===== src/rtl/div_issue_ctrl.sv =====
// div_issue_ctrl: issue-side controller for the 64-bit iterative divider core (RV64M DIV/REM + W forms).
// Build option: define DIV_RESULT_CACHE_EN to keep the last core result and serve a matching DIV/REM pair in one cycle.
module div_issue_ctrl (
  input  logic        clk,
  input  logic        rst,
  input  logic        issue_valid_i,
  output logic        issue_ready_o,
  input  logic [1:0]  op_i,
  input  logic        word_i,
  input  logic [63:0] rs1_i,
  input  logic [63:0] rs2_i,
  input  logic        flush_i,
  output logic        result_valid_o,
  input  logic        result_ready_i,
  output logic [63:0] result_o,
  output logic        div_req_valid_o,
  output logic        div_block_o,
  output logic [63:0] div_op_1_o,
  output logic [63:0] div_op_2_o,
  output logic        div_sign_1_o,
  output logic        div_sign_2_o,
  input  logic [63:0] div_quotient_i,
  input  logic [63:0] div_remainder_i,
  input  logic        div_ready_i,
  input  logic        div_valid_i
);
  typedef enum logic [2:0] {IDLE, LAUNCH, WAIT, DRAIN, DONE} state_t;

  localparam logic [63:0] MIN64    = 64'h8000_0000_0000_0000;
  localparam logic [63:0] MIN32_SX = 64'hFFFF_FFFF_8000_0000;

  state_t      state_q, state_d;
  logic        rem_q, word_q, signed_q;
  logic [63:0] op1_q, op2_q, result_q;

  logic        sgn_in, accept, capture, div_zero, overflow, special, cache_hit;
  logic [63:0] fmt_1, fmt_2, spec_quot, spec_rem, hit_quot, hit_rem;

  function automatic logic [63:0] fmt_operand(input logic [63:0] v, input logic word,
                                              input logic sgn);
    return word ? {{32{sgn & v[31]}}, v[31:0]} : v;
  endfunction

  function automatic logic [63:0] select_result(input logic [63:0] quot, input logic [63:0] rem,
                                                input logic use_rem, input logic word);
    logic [63:0] s;
    s = use_rem ? rem : quot;
    return word ? {{32{s[31]}}, s[31:0]} : s;
  endfunction

  // Divide-by-zero and signed overflow never reach the core; they are resolved from the formatted operands.
  always_comb begin
    sgn_in    = ~op_i[0];
    fmt_1     = fmt_operand(rs1_i, word_i, sgn_in);
    fmt_2     = fmt_operand(rs2_i, word_i, sgn_in);
    div_zero  = (fmt_2 == '0);
    overflow  = sgn_in && (fmt_1 == (word_i ? MIN32_SX : MIN64)) && (fmt_2 == '1);
    special   = div_zero | overflow;
    spec_quot = div_zero ? '1 : fmt_1;
    spec_rem  = div_zero ? fmt_1 : '0;
    accept    = issue_valid_i & (state_q == IDLE) & ~flush_i;
    capture   = (state_q == WAIT) & div_valid_i & ~flush_i;
  end

`ifdef DIV_RESULT_CACHE_EN
  logic [63:0] raw1_q, raw2_q, c_rs1_q, c_rs2_q, c_quot_q, c_rem_q;
  logic        c_signed_q, c_word_q, c_valid_q;

  always_ff @(posedge clk) begin
    if (rst) begin
      c_valid_q <= 1'b0;
    end else if (capture) begin
      c_valid_q <= 1'b1;
    end
  end

  // Key uses the raw register values; only completed core results are stored, never drained ones.
  always_ff @(posedge clk) begin
    if (accept) begin
      raw1_q <= rs1_i;
      raw2_q <= rs2_i;
    end
    if (capture) begin
      c_rs1_q    <= raw1_q;
      c_rs2_q    <= raw2_q;
      c_signed_q <= signed_q;
      c_word_q   <= word_q;
      c_quot_q   <= div_quotient_i;
      c_rem_q    <= div_remainder_i;
    end
  end

  assign cache_hit = c_valid_q && (c_rs1_q == rs1_i) && (c_rs2_q == rs2_i) &&
                     (c_signed_q == sgn_in) && (c_word_q == word_i);
  assign hit_quot  = c_quot_q;
  assign hit_rem   = c_rem_q;
`else
  assign cache_hit = 1'b0;
  assign hit_quot  = '0;
  assign hit_rem   = '0;
`endif

  always_ff @(posedge clk) begin
    if (rst) state_q <= IDLE;
    else     state_q <= state_d;
  end

  // Flush outranks accept and result_ready; flushes arriving in DRAIN change nothing.
  always_comb begin
    state_d = state_q;
    case (state_q)
      IDLE:    if (accept) state_d = (special || cache_hit) ? DONE : LAUNCH;
      LAUNCH:  if (flush_i) state_d = IDLE;
               else if (div_ready_i) state_d = WAIT;
      WAIT:    if (flush_i) state_d = DRAIN;
               else if (div_valid_i) state_d = DONE;
      DRAIN:   if (div_valid_i) state_d = IDLE;
      DONE:    if (flush_i || result_ready_i) state_d = IDLE;
      default: state_d = IDLE;
    endcase
  end

  always_comb begin
    issue_ready_o   = (state_q == IDLE);
    result_valid_o  = (state_q == DONE);
    div_block_o     = (state_q == IDLE) || (state_q == DONE);
    div_req_valid_o = (state_q == LAUNCH) && div_ready_i && !flush_i;
  end

  always_ff @(posedge clk) begin
    if (rst) begin
      rem_q    <= 1'b0;
      word_q   <= 1'b0;
      signed_q <= 1'b0;
      op1_q    <= '0;
      op2_q    <= '0;
      result_q <= '0;
    end else if (accept) begin
      rem_q    <= op_i[1];
      word_q   <= word_i;
      signed_q <= sgn_in;
      op1_q    <= fmt_1;
      op2_q    <= fmt_2;
      if (special)        result_q <= select_result(spec_quot, spec_rem, op_i[1], word_i);
      else if (cache_hit) result_q <= select_result(hit_quot, hit_rem, op_i[1], word_i);
    end else if (capture) begin
      result_q <= select_result(div_quotient_i, div_remainder_i, rem_q, word_q);
    end
  end

  assign result_o     = result_q;
  assign div_op_1_o   = op1_q;
  assign div_op_2_o   = op2_q;
  assign div_sign_1_o = signed_q;
  assign div_sign_2_o = signed_q;
endmodule


===== config.mk =====
export PLATFORM = sky130hd
export DESIGN_NAME = div_issue_ctrl
export DESIGN_NICKNAME = d
export VERILOG_FILES = /design/src/rtl/div_issue_ctrl.sv
export SDC_FILE = /design/constraint.sdc
export NUM_CORES = 1
export LEC_CHECK = 0
export BUFFER_PORTS_ARGS = -buffer_cell sky130_fd_sc_hd__buf_2
export CAP_MARGIN = 5
export CORE_AREA = 2 2 179 181
export DETAILED_ROUTE_END_ITERATION = 7
export DIE_AREA = 0 0 181 183
export PLACE_DENSITY_LB_ADDON = 0.12
export SYNTH_ARGS = -nofsm -noshare
export SYNTH_HDL_FRONTEND = slang
export SYNTH_SLANG_ARGS = --single-unit

===== constraint.sdc =====
create_clock -name clk -period 3 [get_ports clk]
set_input_delay 0.45 -clock clk [delete_from_list [all_inputs] [get_ports clk]]
set_output_delay 0.45 -clock clk [all_outputs]
set_load 0.02 [all_outputs]

## Yosys cells after proc, flatten, opt, wreduce, memory -nomap -nowiden

Index checks and enable logic that the tools add are counted.

- Eq/ne operators: 12
- Muxes and demuxes: 21
- Bitwise gates (word level): 9
- Reductions and logical operators: 12

Operator list:

| cell | count |
|---|---|
| 64-bit 2-to-1 mux | 11 |
| 64-bit equality test | 1 |
| 64-bit equality test (second input constant) | 1 |
| 64-bit logical NOT | 1 |
| 63-bit 2-to-1 mux | 1 |
| 3-bit 2-to-1 mux | 8 |
| 3-bit case mux with 5 select lines | 1 |
| 1-bit bitwise AND | 6 |
| 3-bit by 2-bit equality test with 1-bit output (second input constant) | 2 |
| 2-bit by 1-bit != test with 1-bit output (second input constant) | 3 |
| 3-bit != test (second input constant) | 2 |
| 5-bit AND reduction | 1 |
| 1-bit logical AND | 4 |
| 3-bit by 1-bit equality test with 1-bit output (second input constant) | 1 |
| 3-bit equality test (second input constant) | 1 |
| 3-bit logical NOT | 1 |
| 1-bit logical OR | 2 |
| 2-bit != test (second input constant) | 1 |
| 1-bit inverter | 2 |
| 2-bit AND reduction | 1 |
| 2-bit nonzero test | 1 |
| 1-bit logical NOT | 1 |
| 1-bit bitwise OR | 1 |

- Flip-flop bits (word level): 198
- Input bits: 266
- Output and inout port bits: 198
- Word-level logic and storage cells: 61

## Logic depth before layout (Yosys ltp)

Gate-level depths: netlist of run 1.

- Depth after elaboration: 10
- Gate-level depth with buffers: 10
- Mapped depth without buffers: 7

## Least setup slack after synthesis of run 1

No wires, ideal clock.

- Path type: input to register
- From: input rs1_i[12]
- To: register result_q[33] (netlist: result_o[33])
- Setup time: 0.117 ns
- Arrival: 2.243 ns
- Required time: 2.883 ns
- Setup slack: 0.640 ns
- Cell stages on the path: 9
- Buffers on the path: 2
- Cell sequence: or4b_1 nor4_1 nand4_1 nor4_2 o21ai_2 and2_1 buf_2 buf_2 o2bb2ai_1

- Longest elaborated chain between the ends: 7

Ends and longest elaborated chain:

| what | RTL line | RTL |
|---|---|---|
| start: declaration | 10 | `input logic [63:0] rs1_i,` |
| 64-bit 2-to-1 mux | 41 | `return word ? {{32{sgn & v[31]}}, v[31:0]} : v;` |
| 64-bit equality test | 57 | `overflow = sgn_in && (fmt_1 == (word_i ? MIN32_SX : MIN64)) && (fmt_2 == '1);` |
| 1-bit logical AND (2 in a row) | 57 |  |
| 1-bit bitwise OR | 58 | `special = div_zero \| overflow;` |
| 2-bit by 1-bit != test with 1-bit output (no source line) | - |  |
| 2-bit AND reduction (no source line) | - |  |
| end signal: assignment | 144 | `if (special) result_q <= select_result(spec_quot, spec_rem, op_i[1], word_i);` |
| end signal: assignment | 145 | `else if (cache_hit) result_q <= select_result(hit_quot, hit_rem, op_i[1], word_i);` |
| end signal: assignment | 147 | `result_q <= select_result(div_quotient_i, div_remainder_i, rem_q, word_q);` |
| end: declaration | 34 | `logic [63:0] op1_q, op2_q, result_q;` |

Every way passes these cells.
A chain may end at the register's enable or synchronous reset.

## Worst setup path in the final report of run 1

- From: input rs1_i[12]
- To: register result_q[21] (netlist: result_o[21])

The elaborated chain is that of the path after synthesis.

==> results.toml, run 1 <==
[global_route]
grt_max_degree = 147
grtUsageTotal_pct = 22.39
grt.overflow.total = 0
grt_pass1_vias = 9410
grt_pass1_wl_um = 57430
antenna_found_initial = 1

[floorplanning]
start_util_pct = 29.85
die_w_um = 181
core-area_um2 = 31230
std_cell_rows = 65
die_h_um = 183
die_area_um2 = 33120
ios = 464

[sta]
setup_viol = 0
drv_slew = 0
maxSlewHeadroom_pct = 53.61
worst_slew_pin_slew_ns = 0.6958
final.setup_skew_ns = 0.01455
setup_tns_ns = 0
fmax_ghz = 0.3900
rsz0062_at_grt = "no"
finalCritPeriodShare_pct = 85.46
whs_ns = 0.2746
hold_viol = 0
min_period_ns = 2.564

[drt]
wl_per_cell_um = 20.01
routed_via_density = 5.089
antenna_left = 0
dr.pass1.iters = 5
drt-total-wl_um = 38630
drtIter0Drc = 516
via_count = 9821
drcViolationCount = 0

[yosys]
synth_xor_area_share_pct = 0
synth-main-ff-cell = "dfxtp_1"
synth_edf_count = 0
synth_mux_area_share_pct = 5.732
synth_top_cell_by_area = "dfxtp_1"
synthesis.nets = 1373
ys_types = 58
synthAdderAreaFrac_pct = 0.1074
yosys_warnings = 0
synth_compound_area_share_pct = 27.02
async_flop_share_pct = 0
yosysSeqAreaShare_pct = 42.52
yosys.area_share.simple_pct = 19.58
synthesis.area_um2 = 9321
avgSynthCellArea_um2 = 8.420
synth_top_family_by_area = "compound AO/OA/AOI/OAI gates"
synth_top_area_share_pct = 42.52
synth_cells = 1107
ys_top_cells_by_area = "dfxtp_1 43%, a21oi_1 7.8%, nand2_1 6.0%"
synth_seq_cells = 198

[cts]
cts_root_buf = "clkbuf_16"
cts_buffers = 17
cts_setup_buffers = 0
clock_sinks = 198
cts_buffer_depth = 2
postCtsHoldBufs = 0
cts_tree = "built"
post_cts_resized = 0
htreeDepth = 4
clk_pin_slew_ns = 0.08
clk-insertion-delay-late_ns = 0.43

[worst_setup_path]
critPathCaptureType = "register"
critPathRequiredTime_ns = 3.32
cp.arrival_ns = 2.88
critPathKind = "in -> reg"
start_kind = "input port"
critical_path.max_fanout = 29

[flow_run]
maxCapViolations = 0

[final_layout]
mostFrequentLayoutCells = "462 x buf_2, 197 x dfxtp_1, 150 x nand2_1"
design_area_um2 = 12620
syn_to_final_growth_pct = 35.36
n_fill_cell = 3301
final_layout_size_suffix_gt1_share_pct = 38.11
final_common_cell = "buf_2"
nets = 1782

[placed_design]
portBuffers = 463
hpwl_um = 28800
gp_congestion = 0.8432
placed_cell_area_um2 = 12050

[power]
max-vdd-ir-drop_mv = 0.3483
power_leakage_nw = 5.364
powerDensity_nw_per_um2 = 520.9

[status]
outcome = "finished clean"

[worst_hold_path]
min_path_type = "in -> reg"
cell families after synthesis:
family                     Yosys count
AOI/OAI and AO/OA                  374
adders and majority gates            1
buffers and inverters              109
DFF                                198
muxes                               51
and+or+nand+nor                    374
path summary, 6_finish.rpt:
path	from	end	slack, ns	depth (start not counted)
worst max-delay path	rs1_i[12]	result_o[21]	0.44	8
worst min-delay path	rs2_i[23]	div_op_2_o[23]	0.27	3
worst max register to register	state_q[1]	result_o[39]	0.64	8
worst min register to register	div_op_1_o[18]	div_op_1_o[18]	0.45	2
flip-flops by register name, summed over array words and instances (netlist names):
| name | flops |
|---|---|
| word_q | 1 |
| result_o | 64 |
| div_op_2_o | 64 |
| div_sign_1_o | 1 |
| state_q | 3 |
| rem_q | 1 |
| div_op_1_o | 64 |
worst max-delay path, cell delays in order:
cell,delay (ns)
buf_2,0.11
or4b_1,0.57
nor4_1,0.42
nand4_1,0.20
nor4_2,0.33
o21ai_4,0.13
buf_4,0.25
o41ai_1,0.39
synth_stat cells, types with 13 or more instances:
library cell and n:
mux2i_1 32, nor2_1 92, a211o_1 13, o21ai_0 54, nor4_1 28, clkbuf_1 82, o2bb2ai_1 17, nand2_1 150
mux2_2 19, a21oi_1 145, o2bb2ai_2 20, o41ai_1 13, nand3b_1 26, a211oi_1 74, nand4_1 14, nor2b_1 17
o22ai_1 21, dfxtp_1 198
layer usage:
metal  track usage (%)  vias up  wire length (um)
li1                  -     4870                 -
met1             28.98     4577             17130
met2             37.45      331             18430
met3             4.746       43              2142
met4             6.927        0               922
met5                 0        -                 0
cell type report:
type / instances / area (um2) / area share, %
timing repair buffer: 496 / 2654 / 21.03
multi-input combinational: 800 / 4925 / 39.03
sequential: 198 / 3968 / 31.45
antenna: 1 / 2.502 / 0.01983
clock inverter: 12 / 115.1 / 0.9123
clock buffer: 18 / 439.2 / 3.481
inverter: 3 / 11.26 / 0.08925
tap: 402 / 503.0 / 3.987
power by group:
group	total (W)	internal, W	switching (W)
clock	0.00226	0.00111	0.00114
combinational	0.00144	0.000532	0.000905
sequential	0.00288	0.00279	0.0000869
through the flow:
stage,util (%),total power (W),std cells,worst slack [ns]
after CTS,40.34,0.006665,1928,0.2537
after global placement,38.57,0.004377,1898,-0.07654
after floorplan,-,0.003738,1107,0.6401
after detailed placement,38.57,0.004385,1898,-0.1499
final,40.40,0.006572,1930,0.4362
after global routing,40.40,0.006905,1930,0.2392
No activity file was read; power rests on OpenSTA's default activity.
==> run 2: changes to the inputs <==
--- a/config.mk
+++ b/config.mk
@@ -11,6 +11,7 @@
 export DETAILED_ROUTE_END_ITERATION = 7
 export DIE_AREA = 0 0 181 183
 export PLACE_DENSITY_LB_ADDON = 0.12
+export RECOVER_POWER = 50
 export SYNTH_ARGS = -nofsm -noshare
 export SYNTH_HDL_FRONTEND = slang
 export SYNTH_SLANG_ARGS = --single-unit
==> run 2 against run 1 <==
Net effect: clock power barely moved; routed wire length grew 0.29%; clock-buffer cell count unchanged; clock skew about the same; highest routed layer unchanged; final area fell by 2.0%; the flow now finishes with violations (capacitance limit, slew limit); largest power group unchanged; first-iteration DRC count fell by 0.19%; sequential share of layout area is 0.64 points higher.
==> results.toml, run 2 (synthesized netlist as in run 1, its figures left out) <==
[drt]
antenna_left = 0
top_layer = "met4"
wl_per_cell_um = 20.07
met2_length_um = 18560
via_count = 9854
route.met3.wl_um = 2266
drcViolationCount = 0
dr.pass1.iters = 5
drtIter0Drc = 515
m1WireLength_um = 17060
drt-total-wl_um = 38740
routed_via_density = 5.106

[sta]
drv_slew = 80
setup_viol = 0
fmax_ghz = 0.3873
hold_viol = 0
setup_ws_ns = 0.4180
setup_tns_ns = 0
final.setup_skew_ns = 0.01484
worst_slew_pin_slew_ns = 1.939
min_period_ns = 2.582
finalCritPeriodShare_pct = 86.07
maxSlewHeadroom_pct = -29.27
rsz0062_at_grt = "no"

[worst_setup_path]
timing.rr.end = "result_o[39]"
r2r_cells = 8
r2r-start = "state_q[2]"
cp_cell_sequence = "buf_2 -> or4b_1 -> nor4_1 -> nand4_1 -> nor4_2 -> o21ai_4 -> buf_4 -> o41ai_1"
critPathRequiredTime_ns = 3.32
crit_cells = 8
critical_path.max_fanout = 29
cp.arrival_ns = 2.90
slowest_delay_ns = 0.57
start_kind = "input port"
slowest_stage = "or4b_1"
critPathCaptureType = "register"
path_buf_inv = 2
critPathLaunch = "rs1_i[12]"
critPathKind = "in -> reg"
crit_path_end = "result_o[21]"
rrSetupSlack_ns = 0.58
crit_family = "simple AND/OR/NAND/NOR gates"

[floorplanning]
die_w_um = 181
die_area_um2 = 33120
ios = 464
die_h_um = 183
std_cell_rows = 65
start_util_pct = 29.85
core-area_um2 = 31230

[worst_hold_path]
whs_path_depth = 3
min_path_type = "in -> reg"

[power]
p_sw_share_pct = 32.74
p_int_w = 0.004395
share_comb_of_total_power_pct = 21.3
clockPowerShare_pct = 34.5
max-vdd-ir-drop_mv = 0.3489
switching_power_w = 0.002139
power_leakage_nw = 4.561
p_seq_share_pct = 44.2
powerDensity_nw_per_um2 = 528.4

[placed_design]
pre_cts_slack_ns = -0.1499
gp_congestion = 0.8432
hpwl_um = 28800
placed_cell_area_um2 = 12050
place_inst = 1898
portBuffers = 463

[final_layout]
nets = 1782
final_common_cell = "buf_2"
final_layout_size_suffix_gt1_share_pct = 25.28
post-route-util_pct = 39.60
final_cells = 1930
design_area_um2 = 12370
n_fill_cell = 3370
syn_to_final_growth_pct = 32.66
mostFrequentLayoutCells = "266 x buf_2, 197 x dfxtp_1, 196 x clkbuf_1"

[global_route]
grt_max_degree = 147
antenna_found_initial = 1
grt.overflow.total = 0
grt_pass1_wl_um = 57430
grtUsageTotal_pct = 22.39
grt_pass1_vias = 9410

[cts]
clk_pin_slew_ns = 0.08
clk-insertion-delay-late_ns = 0.43
cts_setup_buffers = 0
cts_buffer_depth = 2
cts_tree = "built"
post_cts_resized = 0
postCtsHoldBufs = 0
cts_buffers = 17
htreeDepth = 4
cts_root_buf = "clkbuf_16"
clock_sinks = 198

[status]
violations = "capacitance limit, slew limit"
outcome = "finished with violations"

[flow_run]
maxCapViolations = 1
[run 2: area by class of cell]
type                       instances  area (um2)  share of cell area [%]
antenna                            1       2.502                 0.02024
multi-input combinational        800        4925                   39.83
clock inverter                    12       115.1                  0.9309
inverter                           3       11.26                 0.09107
clock buffer                      18       439.2                   3.552
timing repair buffer             496        2402                   19.43
tap                              402       503.0                   4.068
sequential                       198        3968                   32.09
[run 2: how the worst min path moves through the flow]
stage / startpoint / endpoint
finish: rs2_i[8] / div_op_2_o[8]
global route: rs2_i[8] / div_op_2_o[8]
CTS: rs1_i[8] / div_op_1_o[8]
detailed placement: result_o[7] / result_o[7]
global placement: div_op_2_o[4] / div_op_2_o[4]
floorplan: state_q[2] / state_q[1]
[run 2: routing by layer]
| layer | vias up | global-route usage, % |
|---|---|---|
| li1 | 4875 | - |
| met5 | - | 0 |
| met1 | 4597 | 28.98 |
| met2 | 342 | 37.45 |
| met4 | 0 | 6.927 |
| met3 | 40 | 4.746 |
[run 2: worst min-delay path: cells and delay by family]
family | cells | cell delay (ns)
AO/OA/AOI/OAI | 1 | 0.05
buffers and inverters | 1 | 0.11
AND/OR/NAND/NOR | 1 | 0.05
[run 2: per-stage QoR]
stage | total power [W] | hold slack (ns)
2_1_floorplan | 0.003738 | 0.4981
6_report | 0.006534 | 0.2748
3_3_place_gp | 0.004377 | 0.4395
3_5_place_dp | 0.004385 | 0.4421
5_1_grt | 0.006865 | 0.2489
4_1_cts | 0.006665 | 0.2497
[run 2: power groups by stage]
stage	sequential [W]	combinational, W	clock, W
finish	0.00289	0.00139	0.00226
CTS	0.00288	0.00145	0.00234
global placement	0.00294	0.00144	0
floorplan	0.00314	0.000601	0
global route	0.00291	0.00151	0.00244
detailed placement	0.00294	0.00145	0
==> run 3: changes to the inputs <==
--- a/config.mk
+++ b/config.mk
@@ -7,9 +7,9 @@
 export LEC_CHECK = 0
 export BUFFER_PORTS_ARGS = -buffer_cell sky130_fd_sc_hd__buf_2
 export CAP_MARGIN = 5
-export CORE_AREA = 2 2 179 181
+export CORE_AREA = 2 2 182 184
 export DETAILED_ROUTE_END_ITERATION = 7
-export DIE_AREA = 0 0 181 183
+export DIE_AREA = 0 0 184 186
 export PLACE_DENSITY_LB_ADDON = 0.12
 export RECOVER_POWER = 50
 export SYNTH_ARGS = -nofsm -noshare
==> constraint.sdc (replaced) <==
create_clock -name clk -period 3.1 [get_ports clk]
set_input_delay 0.155 -clock clk [delete_from_list [all_inputs] [get_ports clk]]
set_output_delay 0.155 -clock clk [all_outputs]
set_load 0.02 [all_outputs]
==> run 3 against run 2 <==
Net effect: the flow now finishes without violations; sequential power shrank 3%; clock skew grew 0.0019 ns; largest cell class unchanged; critical path type unchanged; flip-flop and latch count unchanged; non-clock buffer count rose by 53; combinational power is essentially flat; core utilization is 0.62 points higher; power about the same; register-to-register slack lost 0.05 ns; clock-buffer cell count rose by 2.
==> results.toml, run 3 (synthesized netlist as in run 1, its figures left out) <==
[global_route]
grt_pass1_vias = 9691
grt_pass1_wl_um = 58710
grtUsageTotal_pct = 22.63
antenna_found_initial = 3
grt_max_degree = 132
grt.overflow.total = 0

[worst_setup_path]
start_kind = "input port"
critPathRequiredTime_ns = 3.42
critPathKind = "in -> reg"
r2r-start = "state_q[0]"
critPathLaunch = "rs1_i[12]"
critPathCaptureType = "register"
cp.arrival_ns = 3.23
critical_path.max_fanout = 36

[cts]
cts_tree = "built"
cts_buffer_depth = 2
clk_pin_slew_ns = 0.07
htreeDepth = 4
clk-insertion-delay-late_ns = 0.45
cts_root_buf = "clkbuf_16"
cts_buffers = 17
clock_sinks = 198

[drt]
drt-total-wl_um = 40200
drcViolationCount = 0
via_count = 10100
dr.pass1.iters = 5
routed_via_density = 5.068
wl_per_cell_um = 20.17
antenna_left = 0
drtIter0Drc = 594

[sta]
setup_viol = 0
finalCritPeriodShare_pct = 93.91
fmax_ghz = 0.3435
setup_tns_ns = 0
min_period_ns = 2.911
setup_ws_ns = 0.1889
worst_slew_pin_slew_ns = 0.7783
rsz0062_at_grt = "no"
maxSlewHeadroom_pct = 48.11
final.setup_skew_ns = 0.01675
hold_viol = 0
drv_slew = 0

[worst_hold_path]
min_path_type = "in -> reg"
hp-start = "rs1_i[3]"

[placed_design]
place_inst = 1897
hpwl_um = 29460
placed_cell_area_um2 = 11980
portBuffers = 463
gp_congestion = 0.8236
pre_cts_slack_ns = 0.2107

[floorplanning]
die_w_um = 184
core-area_um2 = 32210
die_h_um = 186
die_area_um2 = 34220
start_util_pct = 28.94
ios = 464
std_cell_rows = 66

[status]
outcome = "finished clean"

[final_layout]
nets = 1835
final_cells = 1993
final_common_cell = "buf_2"
syn_to_final_growth_pct = 38.95
post-route-util_pct = 40.22
mostFrequentLayoutCells = "265 x buf_2, 198 x clkbuf_1, 197 x dfxtp_1"
design_area_um2 = 12950
final_layout_size_suffix_gt1_share_pct = 23.96

[power]
power_leakage_nw = 4.783
powerDensity_nw_per_um2 = 504.6
max-vdd-ir-drop_mv = 0.3725

[flow_run]
maxCapViolations = 0
==> run 3: area by class of cell <==
cell class / count / area [um2]
repair buffers: 549 / 2922
fillers: 3450 / 19250
clock inverters: 12 / 138.9
inverters: 3 / 11.26
diodes: 3 / 7.507
clock buffers: 20 / 456.7
flip-flops and latches: 198 / 3968
well taps: 408 / 510.5
multi-input cells: 800 / 4938
==> run 3: worst paths after layout <==
| check | to | slack, ns | cells after the start |
|---|---|---|---|
| max reg2reg | div_op_2_o[32] | 0.53 | 6 |
| min | div_op_1_o[3] | 0.02 | 3 |
| max | result_o[4] | 0.19 | 10 |
| min reg2reg | div_op_1_o[0] | 0.45 | 2 |
==> run 3: where the power goes <==
part	internal [W]	leakage [nW]	total, W	switching [W]
Clock	0.00125	0.293	0.00234	0.00109
Sequential	0.00270	1.62	0.00280	0.0000974
Combinational	0.000510	2.87	0.00140	0.000888
Total	0.00446	4.78	0.00654	0.00207
==> run 3: metal layers <==
layer,track usage [%],up-vias,share of wire [%]
met3,4.500,44,5.6
li1,-,4994,-
met4,6.528,0,2.1
met5,0,-,0
met1,29.06,4723,44
met2,38.45,339,48
==> run 3: timing repair <==
action                                  CTS  global route
hold buffers                             61             0
resized for setup                         0             1
endpoints found under the hold margin    62             0
endpoints found under the setup margin    0             6
buffers inserted                          0             0
==> run 3: worst max-delay path, stage by stage <==
cell and delay, ns:
dlygate4sd3_1 0.54, buf_2 0.14, or4b_1 0.59, nor4_1 0.33
nand4_1 0.26, nor4_4 0.28, o21ai_4 0.26, and2_2 0.30
buf_12 0.18, o2bb2ai_1 0.14
==> run 3: through the flow <==
| step | hold slack [ns] | total power, W |
|---|---|---|
| after CTS | 0.002488 | 0.006663 |
| after global placement | 0.4201 | 0.004237 |
| after global routing | 0.02256 | 0.006848 |
| after detailed placement | 0.4237 | 0.004242 |
| after floorplan | 0.2509 | 0.003618 |
| final | 0.01829 | 0.006536 |
